[src/rtl/imem_loader_pkg.sv]
// Shared types for the instruction-memory loader: FSM state encoding and word width.
package imem_loader_pkg;

   localparam int WORD_W = 32;

   typedef enum logic [2:0] {
      IDLE   = 3'd0,
      LEN_LO = 3'd1,
      LEN_HI = 3'd2,
      DATA   = 3'd3,
      CHK    = 3'd4,
      DONE   = 3'd5,
      ERR    = 3'd6
   } state_e;

endpackage

[src/rtl/imem_loader_word_assembler.sv]
// Packs accepted bytes little-endian into 32-bit words; word_valid pulses for one
// cycle after the 4th byte of a word, with word holding the completed value.
import imem_loader_pkg::*;

module word_assembler (
   input  logic              clk,
   input  logic              rst,
   input  logic              clr,
   input  logic              byte_en,
   input  logic [7:0]        byte_in,
   output logic              word_valid,
   output logic [WORD_W-1:0] word
);

   logic [1:0]        cnt_q, cnt_d;
   logic [23:0]       pack_q, pack_d;
   logic [WORD_W-1:0] word_q, word_d;
   logic              valid_q, valid_d;

   always_comb begin
      cnt_d   = cnt_q;
      pack_d  = pack_q;
      word_d  = word_q;
      valid_d = 1'b0;
      if (clr) begin
         cnt_d  = 2'd0;
         pack_d = 24'd0;
      end else if (byte_en) begin
         cnt_d = cnt_q + 2'd1;
         case (cnt_q)
            2'd0: pack_d[7:0]   = byte_in;
            2'd1: pack_d[15:8]  = byte_in;
            2'd2: pack_d[23:16] = byte_in;
            default: begin
               word_d  = {byte_in, pack_q};
               valid_d = 1'b1;
               pack_d  = 24'd0;
            end
         endcase
      end
   end

   always_ff @(posedge clk) begin
      if (rst) begin
         cnt_q   <= 2'd0;
         pack_q  <= 24'd0;
         word_q  <= '0;
         valid_q <= 1'b0;
      end else begin
         cnt_q   <= cnt_d;
         pack_q  <= pack_d;
         word_q  <= word_d;
         valid_q <= valid_d;
      end
   end

   assign word_valid = valid_q;
   assign word       = word_q;

endmodule

[src/rtl/imem_loader.sv]
// Byte-stream instruction memory loader with length prefix; holds the core in reset
// until a load succeeds. Define IMEM_LOADER_CHECKSUM_EN for a trailing XOR check byte.
//
// state  | meaning
// IDLE   | after reset, waiting for start
// LEN_LO | receiving length low byte
// LEN_HI | receiving length high byte, range check
// DATA   | receiving instruction bytes, writing words
// CHK    | receiving XOR checksum byte (checksum build only)
// DONE   | load succeeded, core released
// ERR    | load failed, core held in reset
import imem_loader_pkg::*;

module imem_loader #(
   parameter int DEPTH  = 64,
   parameter int ADDR_W = $clog2(DEPTH)
) (
   input  logic              clk,
   input  logic              rst,
   input  logic              start,
   input  logic [7:0]        rx_data,
   input  logic              rx_valid,
   output logic              rx_ready,
   output logic              imem_we,
   output logic [ADDR_W-1:0] imem_addr,
   output logic [WORD_W-1:0] imem_wdata,
   output logic              core_rst,
   output logic              busy,
   output logic              done,
   output logic              err,
   output logic [ADDR_W:0]   words_loaded
);

`ifdef IMEM_LOADER_CHECKSUM_EN
   localparam state_e FINAL_ST = CHK;
`else
   localparam state_e FINAL_ST = DONE;
`endif

   state_e          state_q, state_d;
   logic [15:0]     len_q, len_d;
   logic [ADDR_W:0] wl_q, wl_d;
   logic [15:0]     len_new;
   logic [15:0]     wl_next16;
   logic            xfer;
   logic            asm_clr;
   logic            asm_byte_en;
   logic            word_valid;

`ifdef IMEM_LOADER_CHECKSUM_EN
   logic [7:0] sum_q, sum_d;
`endif

   assign rx_ready  = (state_q == LEN_LO) || (state_q == LEN_HI) ||
                      (state_q == DATA)   || (state_q == CHK);
   assign xfer      = rx_valid && rx_ready;
   assign len_new   = {rx_data, len_q[7:0]};
   assign wl_next16 = 16'(wl_q) + 16'd1;

   always_comb begin
      state_d     = state_q;
      len_d       = len_q;
      wl_d        = wl_q;
      asm_clr     = 1'b0;
      asm_byte_en = xfer && (state_q == DATA);
`ifdef IMEM_LOADER_CHECKSUM_EN
      sum_d = sum_q;
      if (xfer && (state_q != CHK)) sum_d = sum_q ^ rx_data;
`endif
      if (word_valid) wl_d = wl_q + {{ADDR_W{1'b0}}, 1'b1};
      case (state_q)
         IDLE, DONE, ERR: begin
            if (start) begin
               state_d = LEN_LO;
               len_d   = 16'd0;
               wl_d    = '0;
               asm_clr = 1'b1;
`ifdef IMEM_LOADER_CHECKSUM_EN
               sum_d   = 8'd0;
`endif
            end
         end
         LEN_LO: begin
            if (xfer) begin
               len_d[7:0] = rx_data;
               state_d    = LEN_HI;
            end
         end
         LEN_HI: begin
            if (xfer) begin
               len_d = len_new;
               if (len_new == 16'd0)             state_d = FINAL_ST;
               else if (len_new > 16'(DEPTH))    state_d = ERR;
               else                              state_d = DATA;
            end
         end
         DATA: begin
            if (word_valid && (wl_next16 == len_q)) state_d = FINAL_ST;
         end
`ifdef IMEM_LOADER_CHECKSUM_EN
         CHK: begin
            if (xfer) state_d = (rx_data == sum_q) ? DONE : ERR;
         end
`endif
         default: state_d = IDLE;
      endcase
   end

   always_ff @(posedge clk) begin
      if (rst) begin
         state_q <= IDLE;
         len_q   <= 16'd0;
         wl_q    <= '0;
`ifdef IMEM_LOADER_CHECKSUM_EN
         sum_q   <= 8'd0;
`endif
      end else begin
         state_q <= state_d;
         len_q   <= len_d;
         wl_q    <= wl_d;
`ifdef IMEM_LOADER_CHECKSUM_EN
         sum_q   <= sum_d;
`endif
      end
   end

   word_assembler u_asm (
      .clk        (clk),
      .rst        (rst),
      .clr        (asm_clr),
      .byte_en    (asm_byte_en),
      .byte_in    (rx_data),
      .word_valid (word_valid),
      .word       (imem_wdata)
   );

   // The write address is the count of words already committed this load.
   assign imem_we      = word_valid;
   assign imem_addr    = wl_q[ADDR_W-1:0];
   assign words_loaded = wl_q;
   assign busy         = rx_ready;
   assign done         = (state_q == DONE);
   assign err          = (state_q == ERR);
   assign core_rst     = (state_q != DONE);

endmodule

[config.mk]
export PLATFORM = sky130hd
export DESIGN_NAME = imem_loader
export DESIGN_NICKNAME = d
export VERILOG_FILES = /design/src/rtl/imem_loader_pkg.sv /design/src/rtl/imem_loader_word_assembler.sv /design/src/rtl/imem_loader.sv
export SDC_FILE = /design/constraint.sdc
export NUM_CORES = 1
export LEC_CHECK = 0
export BUFFER_PORTS_ARGS = -buffer_cell sky130_fd_sc_hd__buf_2
export CORE_MARGIN = 1
export CORE_UTILIZATION = 35
export DETAILED_ROUTE_END_ITERATION = 12
export PLACE_DENSITY_LB_ADDON = 0.15
export SYNTH_ARGS = -nofsm -noshare
export SYNTH_HDL_FRONTEND = slang
export SYNTH_SLANG_ARGS = --single-unit
[constraint.sdc]
create_clock -name clk -period 4.9 [get_ports clk]
set_input_delay 0.245 -clock clk [delete_from_list [all_inputs] [get_ports clk]]
set_output_delay 0.245 -clock clk [all_outputs]
set_load 0.1 [all_outputs]
==> qor.yml <==
wl_per_cell_um: 15.1
gp_congestion: 0.778
antenna_found_initial: 0
finalClockSkew_ps: 15.5
setup_tns_ps: 0
dp_hpwl_um: 6290
dp_slack_ps: 2300
drc: 0
rrSetupSlack_ps: 2300
critPathRequiredTime_ps: 5160
async_flop_share: 0
p_leak_uw: 0.00162
hold_violations: 0
dp.cells: 633
cp.buffers_inverters: 0
grt_pass1_vias: 3081
grt_pass1_wl_um: 16100
reg2reg_depth: 5
place_area_um2: 4140
start_util: 0.358
arrival_ps: 2850
layout_setup_ws_ps: 2300
synth_seq_cells: 85
cts_sinks: 85
grt_overflow: 0
num_antenna_cells: 0
slowest_stage: "dfxtp_1"
cts_tree: "yes"
r2r_start: "state_q[0]"
die_w_um: 107
power_uw: 1720
core_um2: 10800
design_area_um2: 4340
hp-class: "in2reg"
clock.fmax_mhz: 385
cap_viol_max_count: 0
cts_buffers: 9
synth_ff_type: "dfxtp_1"
vias: 3285
syn-cell-area_um2: 3870
ant_nets: 0
clockBufferDepth: 2
insertion_delay_ps: 360
drt-total-wl_um: 9800
reg2reg_to: "u_asm.pack_q[12]"
grt_usage: 0.184
grt_max_degree: 52
p_per_area_nw_per_um2: 398
routed_via_density: 5.06
min_period_over_period: 0.530
syn2layout_area_growth_pct: 12.1
tightestPinTransition_ps: 1230
maxSlewHeadroom: 0.177
crit_fanout: 34
clk_pin_slew_ps: 80
dieArea_um2: 11500
path_cells: "nand2b_1 > nor2_1 > o21ai_1 > nand2_1 > a21oi_1"
clockRootBuffer: "clkbuf_8"
slew_viol_final: 0
crit_start: "state_q[0]"
yosysWarningCount: 0
cp.depth: 5
ctsResizeCount: 0
drt_iter0_markers: 166
cts_hold_buf: 0
start_kind: "flip-flop"
syn_inst: 468
synth_nets: 485
syn_area_per_cell_um2: 8.26
cp-end-kind: "flip-flop"
crit_family: "simple AND/OR/NAND/NOR gates"
postCtsSetupBuffers: 0
first_pass_iters: 4
criticalPathCategory: "reg2reg"
fin_cells: 649
synth_edf_count: 0
die_h_um: 107
ir_drop_mv: 0.169
fp-row-count: 38
endpoint: "u_asm.pack_q[12]"
io_buffers: 62
status: "completed"
seq_area_frac_synth: 0.440
final_nets: 521
yosysUniqueCellTypes: 55
rsz0062_at_grt: "no"
drive_above_1_share: 0.198
htree_num_levels: 3
max_stage_delay_ps: 830
design.portCount: 63
period_needed_ps: 2600
setup_viol: 0
layout make-up:
| cell class | instances | area (um^2) |
|---|---|---|
| Clock buffer | 10 | 128 |
| Fill cell | 1094 | 6460 |
| Sequential cell | 85 | 1700 |
| Multi-Input combinational cell | 340 | 1920 |
| Clock inverter | 6 | 71.3 |
| Timing Repair Buffer | 63 | 318 |
| Inverter | 5 | 18.8 |
| Tap cell | 140 | 175 |
worst min-delay path by stage:
stage	start	end	slack [ps]	cells after the start
CTS	rx_valid	u_asm.cnt_q[1]	190	3
global placement	u_asm.pack_q[23]	u_asm.word[23]	440	2
detailed placement	u_asm.word[31]	u_asm.word[31]	440	2
finish	rx_valid	u_asm.cnt_q[1]	220	3
global route	rx_data[7]	u_asm.word[31]	210	3
floorplan	rx_data[0]	u_asm.word[24]	380	2
cells in the mapped netlist, types with 3 or more instances:
library cell,number,share of area
and3_1,9,0.015
clkbuf_1,18,0.017
inv_1,5,0.0049
a21oi_1,70,0.091
nor2_1,27,0.026
buf_2,6,0.0078
o31ai_1,3,0.0058
nor4_1,4,0.0065
nor3_1,5,0.0065
buf_4,10,0.019
nand2_1,100,0.097
nor3_2,4,0.010
xnor2_1,7,0.016
nand3_1,34,0.044
xor2_1,9,0.020
o221ai_1,8,0.018
dfxtp_1,85,0.44
ha_1,5,0.016
mux2i_1,10,0.026
power breakdown:
group | switching, uW | leakage [uW] | internal [uW]
registers | 58.0 | 0.000685 | 716
clock network | 265 | 0.0000931 | 239
logic | 314 | 0.000837 | 133
total | 637 | 0.00162 | 1090
per-layer routing:
metal / part of all wire / wire length (um) / GRT usage
met1: 0.49 / 4770 / 0.245
met4: 0.0087 / 85 / 0.0470
met2: 0.45 / 4380 / 0.288
met5: 0 / 0 / 0
met3: 0.058 / 565 / 0.0559
placed cells by master, fill, tap and decap left out, types with 3 or more instances in the layout:
cell	n
a21oi_1	70
mux2i_1	10
and3_1	9
o221ai_1	8
dfxtp_1	85
xnor2_1	7
nor3_2	4
o31ai_1	3
inv_1	5
clkbuf_8	9
ha_1	5
nand2_1	100
nor4_1	4
buf_2	62
xor2_1	9
nor3_1	5
nand3_1	34
nor2_1	27
flip-flops by register name, summed over array words and instances (netlist names):
signal / count
state_q: 3
u_asm.pack_q: 24
u_asm.word: 32
u_asm.word_valid: 1
len_q: 16
u_asm.cnt_q: 2
words_loaded: 7
kinds of logic after synthesis:
logic type / share of synthesized area
XOR/XNOR: 0.0362
adder cells (fa/ha/maj): 0.0162
multiplexers: 0.0288
AND/OR/NAND/NOR: 0.260
flip-flops: 0.440
buffers and inverters: 0.0624
AO/OA/AOI/OAI: 0.156
through the flow:
step            util  hold WS [ps]
2_1_floorplan      -           381
3_3_place_gp   0.383           440
3_5_place_dp   0.383           445
4_1_cts        0.402           192
5_1_grt        0.402           206
6_report       0.402           216
worst reg2reg max path, cell delays in order, from the launching register on:
cell,delay (ps)
dfxtp_1,830
nand2b_1,330
nor2_1,90
o21ai_1,150
nand2_1,710
a21oi_1,390
No activity file was read; power rests on OpenSTA's default activity.
